[src/rtl/sdram_pkg.sv]
// rtl/sdram_pkg.sv - shared SDRAM command encodings, mode word and init FSM state type
package sdram_pkg;

  // {CS_N, RAS_N, CAS_N, WE_N}
  localparam logic [3:0] CMD_NOP          = 4'b0111;
  localparam logic [3:0] CMD_PRECHARGE    = 4'b0010;
  localparam logic [3:0] CMD_AUTO_REFRESH = 4'b0001;
  localparam logic [3:0] CMD_LOAD_MODE    = 4'b0000;

  // Burst write, CL=3, sequential, full-page burst
  localparam logic [11:0] MODE_WORD = 12'h037;

  // Idle / precharge-all bus values (A10=1 selects all banks)
  localparam logic [1:0]  BA_IDLE   = 2'b11;
  localparam logic [11:0] ADDR_IDLE = 12'hFFF;
  localparam logic [1:0]  BA_MODE   = 2'b00;

  typedef enum logic [2:0] {
    S_WAIT,
    S_PRE,
    S_TRP,
    S_AREF,
    S_TRC,
    S_MRS,
    S_TMRD,
    S_DONE
  } state_e;

endpackage

[src/rtl/sdram_init.sv]
// rtl/sdram_init.sv - SDRAM power-up init sequencer (PRE, AREF x N, LOAD_MODE); macro SDRAM_INIT_FAST_SIM_EN shortens the power-up wait to 100 cycles
module sdram_init
  import sdram_pkg::*;
#(
  parameter int T_POWER  = 10000,
  parameter int T_RP     = 2,
  parameter int T_RC     = 7,
  parameter int T_MRD    = 3,
  parameter int AREF_NUM = 8
) (
  input  logic        sys_clk,
  input  logic        sys_rst,
  output logic [3:0]  init_cmd,
  output logic [1:0]  init_ba,
  output logic [11:0] init_addr,
  output logic        init_done
);

`ifdef SDRAM_INIT_FAST_SIM_EN
  localparam int T_WAIT = 100;
`else
  localparam int T_WAIT = T_POWER;
`endif

  // One counter serves every wait state; size it for the longest wait so it never wraps.
  localparam int MAX_A = (T_POWER > T_WAIT) ? T_POWER : T_WAIT;
  localparam int MAX_B = (T_RC > T_RP) ? T_RC : T_RP;
  localparam int MAX_C = (MAX_B > T_MRD) ? MAX_B : T_MRD;
  localparam int MAX_T = (MAX_A > MAX_C) ? MAX_A : MAX_C;
  localparam int CNT_W  = $clog2(MAX_T + 1);
  localparam int AREF_W = $clog2(AREF_NUM + 1);

  // The counter reads n on the edge that ends cycle n of S_WAIT, so PRECHARGE
  // lands exactly on cycle T_WAIT. Gap states are entered one cycle after the
  // command, hence the "-2" terminal values (gaps must be at least 2 cycles).
  localparam logic [CNT_W-1:0]  WAIT_LAST = CNT_W'(T_WAIT);
  localparam logic [CNT_W-1:0]  TRP_LAST  = CNT_W'(T_RP - 2);
  localparam logic [CNT_W-1:0]  TRC_LAST  = CNT_W'(T_RC - 2);
  localparam logic [CNT_W-1:0]  TMRD_LAST = CNT_W'(T_MRD - 2);
  localparam logic [AREF_W-1:0] AREF_LAST = AREF_W'(AREF_NUM);

  state_e              state_q;
  logic [CNT_W-1:0]    cnt_q;
  logic [AREF_W-1:0]   aref_q;
  logic [3:0]          cmd_q;
  logic [1:0]          ba_q;
  logic [11:0]         addr_q;
  logic                done_q;

  // Init sequencer: every output is registered and commands pulse for one cycle.
  always_ff @(posedge sys_clk) begin
    if (sys_rst) begin
      state_q <= S_WAIT;
      cnt_q   <= '0;
      aref_q  <= '0;
      cmd_q   <= CMD_NOP;
      ba_q    <= BA_IDLE;
      addr_q  <= ADDR_IDLE;
      done_q  <= 1'b0;
    end else begin
      cmd_q  <= CMD_NOP;
      ba_q   <= BA_IDLE;
      addr_q <= ADDR_IDLE;
      case (state_q)
        S_WAIT: begin
          if (cnt_q == WAIT_LAST) begin
            state_q <= S_PRE;
            cnt_q   <= '0;
            cmd_q   <= CMD_PRECHARGE;
          end else begin
            cnt_q <= cnt_q + CNT_W'(1);
          end
        end
        S_PRE: begin
          state_q <= S_TRP;
          cnt_q   <= '0;
        end
        S_TRP: begin
          if (cnt_q == TRP_LAST) begin
            state_q <= S_AREF;
            cnt_q   <= '0;
            cmd_q   <= CMD_AUTO_REFRESH;
            aref_q  <= aref_q + AREF_W'(1);
          end else begin
            cnt_q <= cnt_q + CNT_W'(1);
          end
        end
        S_AREF: begin
          state_q <= S_TRC;
          cnt_q   <= '0;
        end
        S_TRC: begin
          if (cnt_q == TRC_LAST) begin
            cnt_q <= '0;
            if (aref_q == AREF_LAST) begin
              state_q <= S_MRS;
              cmd_q   <= CMD_LOAD_MODE;
              ba_q    <= BA_MODE;
              addr_q  <= MODE_WORD;
            end else begin
              state_q <= S_AREF;
              cmd_q   <= CMD_AUTO_REFRESH;
              aref_q  <= aref_q + AREF_W'(1);
            end
          end else begin
            cnt_q <= cnt_q + CNT_W'(1);
          end
        end
        S_MRS: begin
          state_q <= S_TMRD;
          cnt_q   <= '0;
        end
        S_TMRD: begin
          if (cnt_q == TMRD_LAST) begin
            state_q <= S_DONE;
            cnt_q   <= '0;
            done_q  <= 1'b1;
          end else begin
            cnt_q <= cnt_q + CNT_W'(1);
          end
        end
        S_DONE: begin
          done_q <= 1'b1;
        end
      endcase
    end
  end

  assign init_cmd  = cmd_q;
  assign init_ba   = ba_q;
  assign init_addr = addr_q;
  assign init_done = done_q;

endmodule

[config.mk]
export PLATFORM = sky130hd
export DESIGN_NAME = sdram_init
export DESIGN_NICKNAME = d
export VERILOG_FILES = /design/src/rtl/sdram_pkg.sv /design/src/rtl/sdram_init.sv
export SDC_FILE = /design/constraint.sdc
export NUM_CORES = 1
export LEC_CHECK = 0
export ABC_AREA = 1
export ABC_CLOCK_PERIOD_IN_PS = 2000
export CORE_MARGIN = 4
export CORE_UTILIZATION = 35
export DETAILED_ROUTE_END_ITERATION = 10
export PLACE_DENSITY_LB_ADDON = 0.2
export SLEW_MARGIN = 20
export SYNTH_ARGS = -nofsm -noshare
export SYNTH_HDL_FRONTEND = slang
export SYNTH_SLANG_ARGS = --single-unit
export TNS_END_PERCENT = 1
[constraint.sdc]
create_clock -name sys_clk -period 2 [get_ports sys_clk]
set_input_delay 0.4 -clock sys_clk [delete_from_list [all_inputs] [get_ports sys_clk]]
set_output_delay 0.4 -clock sys_clk [all_outputs]
set_load 0.02 [all_outputs]
* After elaboration in Yosys (flattened, before gate mapping)
Index checks and enable logic that the tools add are counted.
Word-level totals: latch bits 0, RAM bits 0, memories 0, logic and storage cells 62, memory bits (read-only) 0, flip-flop bits (word level) 40
Cells by class: bitwise logic cells 2, shift operators 0, muxes and demuxes 24, $lt $le $gt $ge 0, multiply operators 0, reductions and logical operators 11, div/mod/pow operators 0, $add $sub $neg 2, equality and inequality tests 16
Operators by type and width (number):
- $pmux 14 s5 | 1
- $mux 14 | 4
- $mux 3 | 8
- $pmux 3 s7 | 1
- $add 14x1->14 const B | 1
- $eq 14x1->1 const B | 1
- $eq 14x14->1 const B | 1
- $eq 14x3->1 const B | 1
- $logic_not 14->1 | 1
- $eq 3x3->1 const B | 4
- $mux 12 | 1
- $mux 4 | 3
- $ne 2x2->1 const B | 5
- $pmux 3 s3 | 1
- $pmux 4 s2 | 1
- $reduce_bool 7->1 | 1
- $eq 3x2->1 const B | 2
- $reduce_or 3->1 | 2
- $reduce_and 5->1 | 1
- $reduce_bool 5->1 | 1
- $add 4x1->4 const B | 1
- $eq 4x4->1 const B | 1
- $reduce_and 4->1 | 1
- $reduce_bool 2->1 | 2
- other kinds (7) | 9

* Longest topological paths before layout
word-level depth 4, mapped depth 11

* Worst setup path after synthesis
Ideal clock, no wire load.
kind register to register, from register cnt_q[1], to register state_q[1], data required time 1.887 ns, arrival time 1.298 ns, cell stages (with the launch flop) 12, setup time 0.113 ns, path slack 0.589 ns, cells stage by stage dfxtp_1 > inv_1 > ha_1 > nand3_1 > nor2_1 > nand2_2 > nand2_4 > nand2_4 > nor2_8 > nand2_2 > o21ai_1 > inv_1
Between the ends: cells in the longest elaborated chain, start to end 3
Ends and longest elaborated chain:
- start, declared | RTL line sdram_init.sv:43 | logic [CNT_W-1:0] cnt_q;
- start signal, assigned | RTL line sdram_init.sv:71 | cnt_q <= cnt_q + CNT_W'(1);
- start signal, assigned | RTL line sdram_init.sv:85 | cnt_q <= cnt_q + CNT_W'(1);
- start signal, assigned | RTL line sdram_init.sv:106 | cnt_q <= cnt_q + CNT_W'(1);
- $eq 14x1->1, or another cell as far along | RTL line sdram_init.sv:114 | if (cnt_q == TMRD_LAST) begin
- $ne 2x2->1 (no source line)
- $reduce_and 5->1 (no source line) *
- end signal, assigned | RTL line sdram_init.sv:101 | state_q <= S_AREF;
- end signal, assigned | RTL line sdram_init.sv:110 | state_q <= S_TMRD;
- end signal, assigned | RTL line sdram_init.sv:115 | state_q <= S_DONE;
- end, declared | RTL line sdram_init.sv:42 | state_e state_q;
Mark *: on every way between the ends. The rest lies on a longest branch, timed or not. A chain may end at the register's enable or synchronous reset.

==> results.txt <==
----------------------------------------------------
[STA]
  Pins Over Slew Limit ... 0
  Crit share post-route ... 89.5%
  Worst hold margin ... approximately 480 ps
  Final worst clock skew ... 4.56 ps
  Aggregate negative setup slack ... 0 ps
  Max Fclk ... 0.558 GHz
  Final setup violation count ... 0
  Fin crit period ... 1790 ps
  Hold Violations, Final ... 0
  Setup repair after global routing missed its margin ... false

[Final layout]
  Number of filler cells placed in the layout ... 463
  Share of the core filled with cells ... roughly two fifths
  Final design instance area without fill ... 1770 um2
  Sequential cell area in the final layout ... 520 um2
  Commonest cells after routing, fill and taps aside ... 38 x nand2_1, 35 x nor2_1, 26 x dfxtp_1
  Post-layout nets ... ~240
  Share of cells above drive strength 1 ... 12.4%
  Multi-input gate area in the final layout ... ~890 um2
  Most common cell after layout, fill and taps aside ... nand2_1
  Count of inserted antenna diode cells ... 0
  Layout area overhead ... 10.5%

[CTS]
  Post-CTS Resized ... 0
  Reg clk slew, reported paths ... 90 ps
  Cts hold-fix bufs ... 0
  TritonCTS clock tree ... done
  Number of buffers on the longest clock path ... 2
  Total number of H-tree levels ... 1
  Clk_lat worst skew ... 270 ps
  Root buf cell ... clkbuf_8
  Buffers inserted during post-CTS setup optimization ... 0
  Clock sink count ... 26
  Number of buffers added by the clock tree synthesis step ... 3

[Placement]
  Routability-driven placement congestion ratio ... between 0.8 and 0.9
  Number of buffers added on ports ... 14
  Total placed instance area ... 1720 um2
  Final HPWL DP ... about 2600 um

[Detailed routing]
  DRC violation count after routing ... 0
  Number of violations reported at the end of detailed-routing iteration 0 ... between 80 and 90
  Router iterations before antenna repair ... 4
  Final routed wirelength across all metal layers ... 3220 um
  Count of antenna-violating nets left after detailed routing ... 0
  Wire length per cell ... between 10 and 15 um
  Routed vias/inst ... 4.66
  Via count ... 1333

[Power]
  Worst IR Drop VDD ... 0.227 mV
  Leakage ... 0.000663 uW
  Cell Pwr Density ... 661 nW/um2

[Die]
  Initial standard-cell utilization of the core ... 36.4%
  Die outline width ... about 76 um
  Count of boundary I/O pins ... 21
  Core Footprint ... 4380 um2
  Row count ... 24
  Overall die area ... 5710 um2
  Y dimension of the die ... 75.6 um

[Critical path]
  Worst path max stage delay ... roughly 660 ps
  Kind of cell with the highest combined delay on the critical path ... buffers and inverters
  Startpoint type of the worst setup path ... register
  Crit path buf inv count ... 1
  Maximum fanout along the worst path ... 9
  Slowest stage cell, crit path ... clkdlybuf4s50_1
  Classification of the worst setup path ... register to output pin
  Critical path data arrival time ... 1390 ps
  Crit path capture type ... output pin
  Crit path required time ... 1600 ps
  Ordered cell list for the critical path ... clkdlybuf4s50_1

[GRT]
  First-pass GRT wire length ... 5640 um
  Number of antenna violations at the first check in global routing ... 0
  GR Overflow Total ... 0
  Vias in the first global route ... 1233
  Largest net degree at the start of global routing ... 14
  Combined global-route utilization of all metal layers ... 12.9%

[Synthesis]
  Synthesized cell area ... 1600 um2
  Largest family of logic cells by synthesized area ... simple AND/OR/NAND/NOR gates
  Number of unique standard cell types used by synthesis ... 34
  Fraction of the mapped netlist area in simple logic gates ... 36.3%
  Sequential share of the synthesized area ... 32.6%
  Xor and xnor fraction of the mapped netlist area ... 3.84%
  Avg Cell Area, Syn ... approximately 7 um2
  Adder-cell share of the synthesized area ... approximately 3.9%
  Flops & latches, synth ... 26
  Proportion of synthesized area in mux cells ... 0%
  Cell count after synthesis ... 226
  Synthesis Warnings ... 0
  Post-synthesis compound-gate area fraction ... 10.3%

[Worst hold path]
  Class of the tightest hold or removal check ... register to register

[Run status]
  Status ... completed

[Job]
  Maximum capacitance violations ... 0

----------------------------------------------------
-- logic make-up (layout without fill, tap and decap cells) --
group,after synthesis,count (layout)
fa+ha+maj,5,5
buf+inv,40,44
simple gates,116,116
other cells,2,6
compound gates,30,30
flops,26,26
xor+xnor,7,7
-- where the power goes --
| group | internal [uW] | switching, uW |
|---|---|---|
| combinational | 103 | 186 |
| sequential | 551 | 29.6 |
| clock | 135 | 162 |
| total | 789 | 378 |
-- registers in the layout, indices dropped and copies added, names as in the netlist --
signal / cells
init_ba: 1
state_q: 3
init_done: 1
cnt_q: 14
aref_q: 4
init_cmd: 3
-- layer usage --
layer / up-vias / global-route usage, % / wire length (um)
met5: - / 0 / 0
met2: 20 / 20.8 / 1520
li1: 716 / - / -
met4: 0 / 5.24 / 62
met1: 592 / 17.4 / 1540
met3: 5 / 1.58 / 90
-- through the flow --
step | setup WS, ps | instances | power (uW)
final | 209 | 286 | 1170
after detailed placement | 357 | 283 | 886
after global placement | 332 | 283 | 886
after CTS | 177 | 286 | 1200
after global routing | 116 | 286 | 1260
after floorplan | 589 | 230 | 820
-- Yosys cell counts --
| cell type | n | area share (%) |
|---|---|---|
| nand3b_1 | 1 | 0.47 |
| nor2_2 | 4 | 1.6 |
| nor2_8 | 1 | 1.3 |
| xor2_1 | 4 | 2.2 |
| a21oi_2 | 1 | 0.55 |
| nand4_1 | 1 | 0.39 |
| ha_1 | 5 | 3.9 |
| nor3_1 | 5 | 1.6 |
| nor2_4 | 3 | 2.1 |
| o21a_1 | 2 | 0.94 |
| a21oi_1 | 13 | 4.1 |
| nand3b_2 | 1 | 0.70 |
| nand2_4 | 2 | 1.4 |
| nand3_4 | 1 | 1.1 |
| inv_1 | 21 | 4.9 |
| conb_1 | 2 | 0.47 |
| dfxtp_1 | 26 | 33 |
| xnor2_1 | 3 | 1.6 |
| o21ai_0 | 9 | 2.8 |
| clkbuf_1 | 1 | 0.23 |
| nor4_1 | 1 | 0.39 |
| inv_2 | 3 | 0.70 |
| o21ai_1 | 2 | 0.63 |
| a31oi_1 | 1 | 0.39 |
| nand2_2 | 7 | 2.7 |
| o22ai_1 | 1 | 0.39 |
| buf_4 | 14 | 6.6 |
| or2_1 | 1 | 0.39 |
| nor2_1 | 35 | 8.2 |
| clkinv_1 | 1 | 0.23 |
| nand2_1 | 38 | 8.9 |
| nand3_1 | 14 | 4.4 |
| nor3_2 | 1 | 0.63 |
| o21bai_1 | 1 | 0.47 |
-- final cells by class --
cell class / instances / area share [%]
Tap cell: 52 / 3.69
Multi-Input combinational cell: 164 / 50.4
Sequential cell: 26 / 29.5
Timing Repair Buffer: 16 / 8.79
Clock buffer: 3 / 2.34
Inverter: 25 / 5.32
-- path summary, 6_finish.rpt --
check / cells after the start / slack [ps] / endpoint / startpoint
max: 1 / 210 / init_addr[6] / init_ba[0]
min: 2 / 480 / init_done / init_done
max reg2reg: 11 / 410 / state_q[1] / cnt_q[0]
min reg2reg: 2 / 480 / init_done / init_done
Power figures use the tool's default switching activity.
